$ cat src/rtl/imem_responder_pkg.sv
// imem_responder_pkg: shared parameters and FSM state encoding for the instruction-memory responder
package imem_responder_pkg;

    localparam int PC_WIDTH_DEF = 8;

    typedef enum logic [1:0] {
        S_LOAD  = 2'd0,
        S_RUN   = 2'd1,
        S_DRAIN = 2'd2
    } state_t;

endpackage

$ cat src/rtl/imem_array.sv
// imem_array: 2^AW x 16 instruction storage, one asynchronous read port and one synchronous write port
module imem_array #(
    parameter int AW = 8
) (
    input  logic          clk,
    input  logic          i_we,
    input  logic [AW-1:0] i_waddr,
    input  logic [15:0]   i_wdata,
    input  logic [AW-1:0] i_raddr,
    output logic [15:0]   o_rdata
);

    logic [15:0] r_mem [0:(1<<AW)-1];

    // single write port; contents are deliberately not reset
    always_ff @(posedge clk) begin
        if (i_we) r_mem[i_waddr] <= i_wdata;
    end

    assign o_rdata = r_mem[i_raddr];

endmodule

$ cat src/rtl/imem_responder.sv
// imem_responder: boot loader, one-entry rewrite buffer with fetch bypass, and core hold control
module imem_responder
    import imem_responder_pkg::*;
#(
    parameter int PC_WIDTH = PC_WIDTH_DEF
) (
    input  logic                clk,
    input  logic                rst,
    input  logic [PC_WIDTH-1:0] pc,
    output logic [15:0]         instruction,
    input  logic                inst_write_en,
    input  logic [15:0]         inst_write_data,
    input  logic                load_valid,
    output logic                load_ready,
    input  logic [PC_WIDTH-1:0] load_addr,
    input  logic [15:0]         load_data,
    input  logic                load_last,
    input  logic                reload,
    output logic                core_hold,
    output logic [PC_WIDTH:0]   load_count,
    output logic [15:0]         rewrite_count
);

    localparam logic [PC_WIDTH:0] LC_MAX = {1'b1, {PC_WIDTH{1'b0}}};

    state_t              r_state;
    state_t              w_next;
    logic                r_buf_valid;
    logic [PC_WIDTH-1:0] r_buf_addr;
    logic [15:0]         r_buf_data;
    logic [PC_WIDTH:0]   r_load_count;
    logic [15:0]         r_rewrite_count;
    logic                w_load_fire;
    logic                w_run_write;
    logic                w_commit;
    logic                w_clear_count;
    logic                w_we;
    logic [PC_WIDTH-1:0] w_waddr;
    logic [15:0]         w_wdata;
    logic [15:0]         w_rdata;

    // state register; reset drops straight back to LOAD
    always_ff @(posedge clk or negedge rst) begin
        if (!rst) r_state <= S_LOAD;
        else      r_state <= w_next;
    end

    // next state and per-state strobes; DRAIN always empties the buffer in its single cycle
    always_comb begin
        w_next        = r_state;
        load_ready    = 1'b0;
        core_hold     = 1'b1;
        w_load_fire   = 1'b0;
        w_run_write   = 1'b0;
        w_commit      = 1'b0;
        w_clear_count = 1'b0;
        case (r_state)
            S_LOAD: begin
                load_ready  = 1'b1;
                w_load_fire = load_valid;
                if (load_valid && load_last) w_next = S_RUN;
            end
            S_RUN: begin
                core_hold   = 1'b0;
                w_run_write = inst_write_en;
                w_commit    = r_buf_valid;
                if (reload) w_next = S_DRAIN;
            end
            S_DRAIN: begin
                w_commit      = r_buf_valid;
                w_clear_count = 1'b1;
                w_next        = S_LOAD;
            end
            default: w_next = S_LOAD;
        endcase
    end

    // loader and buffer commit live in disjoint states, so they share the one write port
    assign w_we    = w_load_fire | w_commit;
    assign w_waddr = w_load_fire ? load_addr : r_buf_addr;
    assign w_wdata = w_load_fire ? load_data : r_buf_data;

    imem_array #(.AW(PC_WIDTH)) u_array (
        .clk     (clk),
        .i_we    (w_we),
        .i_waddr (w_waddr),
        .i_wdata (w_wdata),
        .i_raddr (pc),
        .o_rdata (w_rdata)
    );

    // write buffer: a valid entry is always committed on the next edge, so capture never overflows
    always_ff @(posedge clk or negedge rst) begin
        if (!rst) begin
            r_buf_valid <= 1'b0;
            r_buf_addr  <= '0;
            r_buf_data  <= '0;
        end else begin
            r_buf_valid <= w_run_write;
            if (w_run_write) begin
                r_buf_addr <= pc;
                r_buf_data <= inst_write_data;
            end
        end
    end

    // saturating counters for loaded words and accepted rewrites
    always_ff @(posedge clk or negedge rst) begin
        if (!rst) begin
            r_load_count    <= '0;
            r_rewrite_count <= '0;
        end else begin
            if (w_clear_count)                                r_load_count <= '0;
            else if (w_load_fire && r_load_count != LC_MAX)   r_load_count <= r_load_count + 1'b1;
            if (w_run_write && r_rewrite_count != 16'hFFFF)   r_rewrite_count <= r_rewrite_count + 1'b1;
        end
    end

    assign instruction   = (r_buf_valid && r_buf_addr == pc) ? r_buf_data : w_rdata;
    assign load_count    = r_load_count;
    assign rewrite_count = r_rewrite_count;

endmodule

$ cat config.mk
export PLATFORM = sky130hd
export DESIGN_NAME = imem_responder
export DESIGN_NICKNAME = d
export VERILOG_FILES = /design/src/rtl/imem_responder_pkg.sv /design/src/rtl/imem_array.sv /design/src/rtl/imem_responder.sv
export SDC_FILE = /design/constraint.sdc
export NUM_CORES = 2
export LEC_CHECK = 0
export ABC_AREA = 1
export BUFFER_PORTS_ARGS = -buffer_cell sky130_fd_sc_hd__buf_2
export CELL_PAD_IN_SITES_DETAIL_PLACEMENT = 2
export CELL_PAD_IN_SITES_GLOBAL_PLACEMENT = 2
export CORE_ASPECT_RATIO = 1.4
export CORE_UTILIZATION = 35
export CTS_CLUSTER_DIAMETER = 150
export DETAILED_ROUTE_END_ITERATION = 10
export GPL_TIMING_DRIVEN = 1
export PLACE_DENSITY_LB_ADDON = 0.15
export REMOVE_ABC_BUFFERS = 1
export SLEW_MARGIN = 20
export SYNTH_ARGS = -nofsm -noshare
export SYNTH_HDL_FRONTEND = slang
export SYNTH_SLANG_ARGS = --single-unit
$ cat constraint.sdc
create_clock -name clk -period 13.26 [get_ports clk]
set_input_delay 2.652 -clock clk [delete_from_list [all_inputs] [get_ports clk]]
set_output_delay 2.652 -clock clk [all_outputs]
set_load 0.02 [all_outputs]
==> metrics.txt <==
NetSw 0.0101 W; Slew Viols, Final 0; via/cell ratio 5.52; Post-Syn Area 0.167 mm²; Post-synth top flop edfxtp_1; Critical Path AT 7.59 ns; CTS Buf Count 427; CORE AREA 0.477 mm²; DR DRC count 0; Post-CTS Setup Bufs 0; critical path class in2out; Die Area 0.481 mm²; layout cells sized above 1 0.0852; sequential power share 0.494; Max clock buf depth 4; post-route cell area 0.189 mm²; final wirelength 627 mm; pin count of the biggest net entering global routing 190; CTS tree yes; Ports 97; # nets final 14,000; MaxCap Viol Count 0; Worst EP required 10.61 ns; drt initial violations 8,962; Die H 820 µm; antenna-violating nets left 0; Initial DRT Pass Iterations 6; Sw Ratio 0.296; vias in the first global route 125,000; Peak Freq 97.6 MHz; Yosys cell types 31; Tmin final 10.25 ns; IO Port Bufs 96; Post-CTS Resized 0; maximum vdd ir drop 237 µV; DP Area 0.176 mm²; CTS Sinks 4,148; Worst-Skew Late Latency 1.05 ns; Final Core Density 0.397; Leak 65.7 nW; Synth top area share 0.734; Rows 300; Worst Path Max Fanout 158; Synth area leader edfxtp_1; die width 587 µm; initial antenna violation count 36; post-synthesis sequential area ratio 0.742; Reg clk slew, reported paths 0.06 ns; Worst slew margin 0.210; status finished clean; synth top area cells edfxtp_1 73%, nand3_1 12%, nand2_1 9.7%, buf_2 1.7%, dfrtp_1 0.78%; All-Layer GR Usage 0.255; Tcrit/Tclk final 0.773; Setup crit start kind input port; # hold bufs at CTS 0; routed len/inst 30.3 µm; Fillers 48,700; synth-to-layout area growth 12.9%; post-synthesis register bit count 4,148; Initial Utilization 0.351; Cell Int Power 0.0240 W; commonest non-fill, non-tap cell in the layout nand2_1; Comb power frac 0.156; critical path capture point type primary output; number of synthesized flops with an enable pin 4,096; CTS root buf clkbuf_16; DP HPWL 359 mm; ys async rst share 0.0125; first-pass GRT wire length 896 mm; Post-Synthesis Cells 14,000; commonest cells after routing, fill and taps aside 4,287 x nand2_1, 4,096 x edfxtp_1, 4,076 x nand3_1, 436 x clkbuf_16, 362 x buf_4; HP Class reg2reg; final setup vio count 0; Syn. warnings 0; power share of the clock group 0.350; Post-Route Skew 0.0520 ns; Power per Cell Area 180 mW/mm²; Slew @ Worst Pin 1.19 ns; CTS H-tree lvls 5; hold violation total from the final report 0; unrepaired setup endpoints after global routing false; via count 114,000; syn avg cell area 12.0 µm²; gpl congestion 0.840; Overflow after GRT 0; setup TNS 0 ns
-- stage by stage --
| stage | power, W | worst slack (ns) | instances | hold slack (ns) |
|---|---|---|---|---|
| CTS | 0.0343 | 3.37 | 20700 | 0.515 |
| global route | 0.0350 | 2.96 | 20700 | 0.542 |
| global placement | 0.0222 | 3.38 | 19900 | 0.484 |
| floorplan | 0.0199 | -2.60 | 13000 | 0.471 |
| finish | 0.0340 | 3.01 | 20700 | 0.512 |
| detailed placement | 0.0224 | 3.40 | 19900 | 0.499 |
-- worst max-delay path: stages --
cell,delay [ns]
buf_12,0.15
inv_16,0.53
buf_12,0.51
buf_4,0.74
nand2_1,0.11
nand3_1,0.10
nand3_1,0.11
nand3_1,0.37
nand3_1,0.25
nand3_1,0.20
nand3_1,0.29
nand3_1,0.30
nand3_1,0.33
nand2_1,0.18
buf_2,0.18
-- state kept, by name, indices dropped and copies added (netlist names) --
signal,count
r_state,2
r_buf_data,16
rewrite_count,16
r_buf_valid,1
r_buf_addr,8
u_array.r_mem,4096
load_count,9
-- kinds of logic (layout without fill, tap and decap cells) --
logic type | Yosys count | in the layout | synth area share
AND/OR/NAND/NOR | 8751 | 8751 | 0.227
flip-flops | 4148 | 4148 | 0.742
buffers and inverters | 1023 | 1362 | 0.0282
AO/OA/AOI/OAI | 33 | 33 | 0.000986
XOR/XNOR | 16 | 16 | 0.000837
adder cells (fa/ha/maj) | 8 | 8 | 0.000598
other | 0 | 15 | 0
-- power groups by stage --
stage	combinational [W]	clock (W)	sequential, W
final	0.00533	0.0119	0.0168
after global routing	0.00561	0.0126	0.0168
after detailed placement	0.00536	0	0.0171
after CTS	0.00537	0.0122	0.0168
after global placement	0.00509	0	0.0171
after floorplan	0.00219	0	0.0177
-- metal layers --
metal / vias to the layer above / track usage / share of wire
met4: 8 / 0.104 / 0.044
met2: 2483 / 0.456 / 0.51
li1: 49700 / - / -
met3: 891 / 0.0254 / 0.038
met5: - / 0 / 0.000096
met1: 60900 / 0.315 / 0.41
-- final timing paths --
check                      slack (ns)                     to           from  depth (start not counted)
hold / removal                   0.51          r_buf_data[3]  r_buf_data[3]                          2
min in group asynchronous        1.77       rewrite_count[9]            rst                          2
setup / recovery                 3.01        instruction[11]          pc[0]                         15
hold reg to reg                  0.51          r_buf_data[3]  r_buf_data[3]                          2
max in group asynchronous       10.96          r_buf_addr[2]            rst                          2
setup reg to reg                 7.90  u_array.r_mem[127][5]     r_state[0]                         12
-- synthesized netlist by cell type, drive strengths merged (4+ instances only) --
cell,instances
clkbuf,223
buf,726
xnor2,4
ha,8
dfrtp,52
nand2,4325
nand3,4077
inv,71
nor4,6
edfxtp,4096
nand4,7
nor3,16
a21oi,6
xor2,12
nor2,314
o21ai,27
-- final cells by class --
cell class,count,area [µm²],area share
Timing Repair Buffer,503,4160,0.0220
Tap cell,6342,7940,0.0420
Antenna cell,15,37.5,0.000198
Multi-Input combinational cell,8808,39000,0.206
Clock inverter,235,1990,0.0105
Sequential cell,4148,124000,0.657
Clock buffer,550,11400,0.0602
Inverter,74,323,0.00171
(Power assumes the default switching activity.)
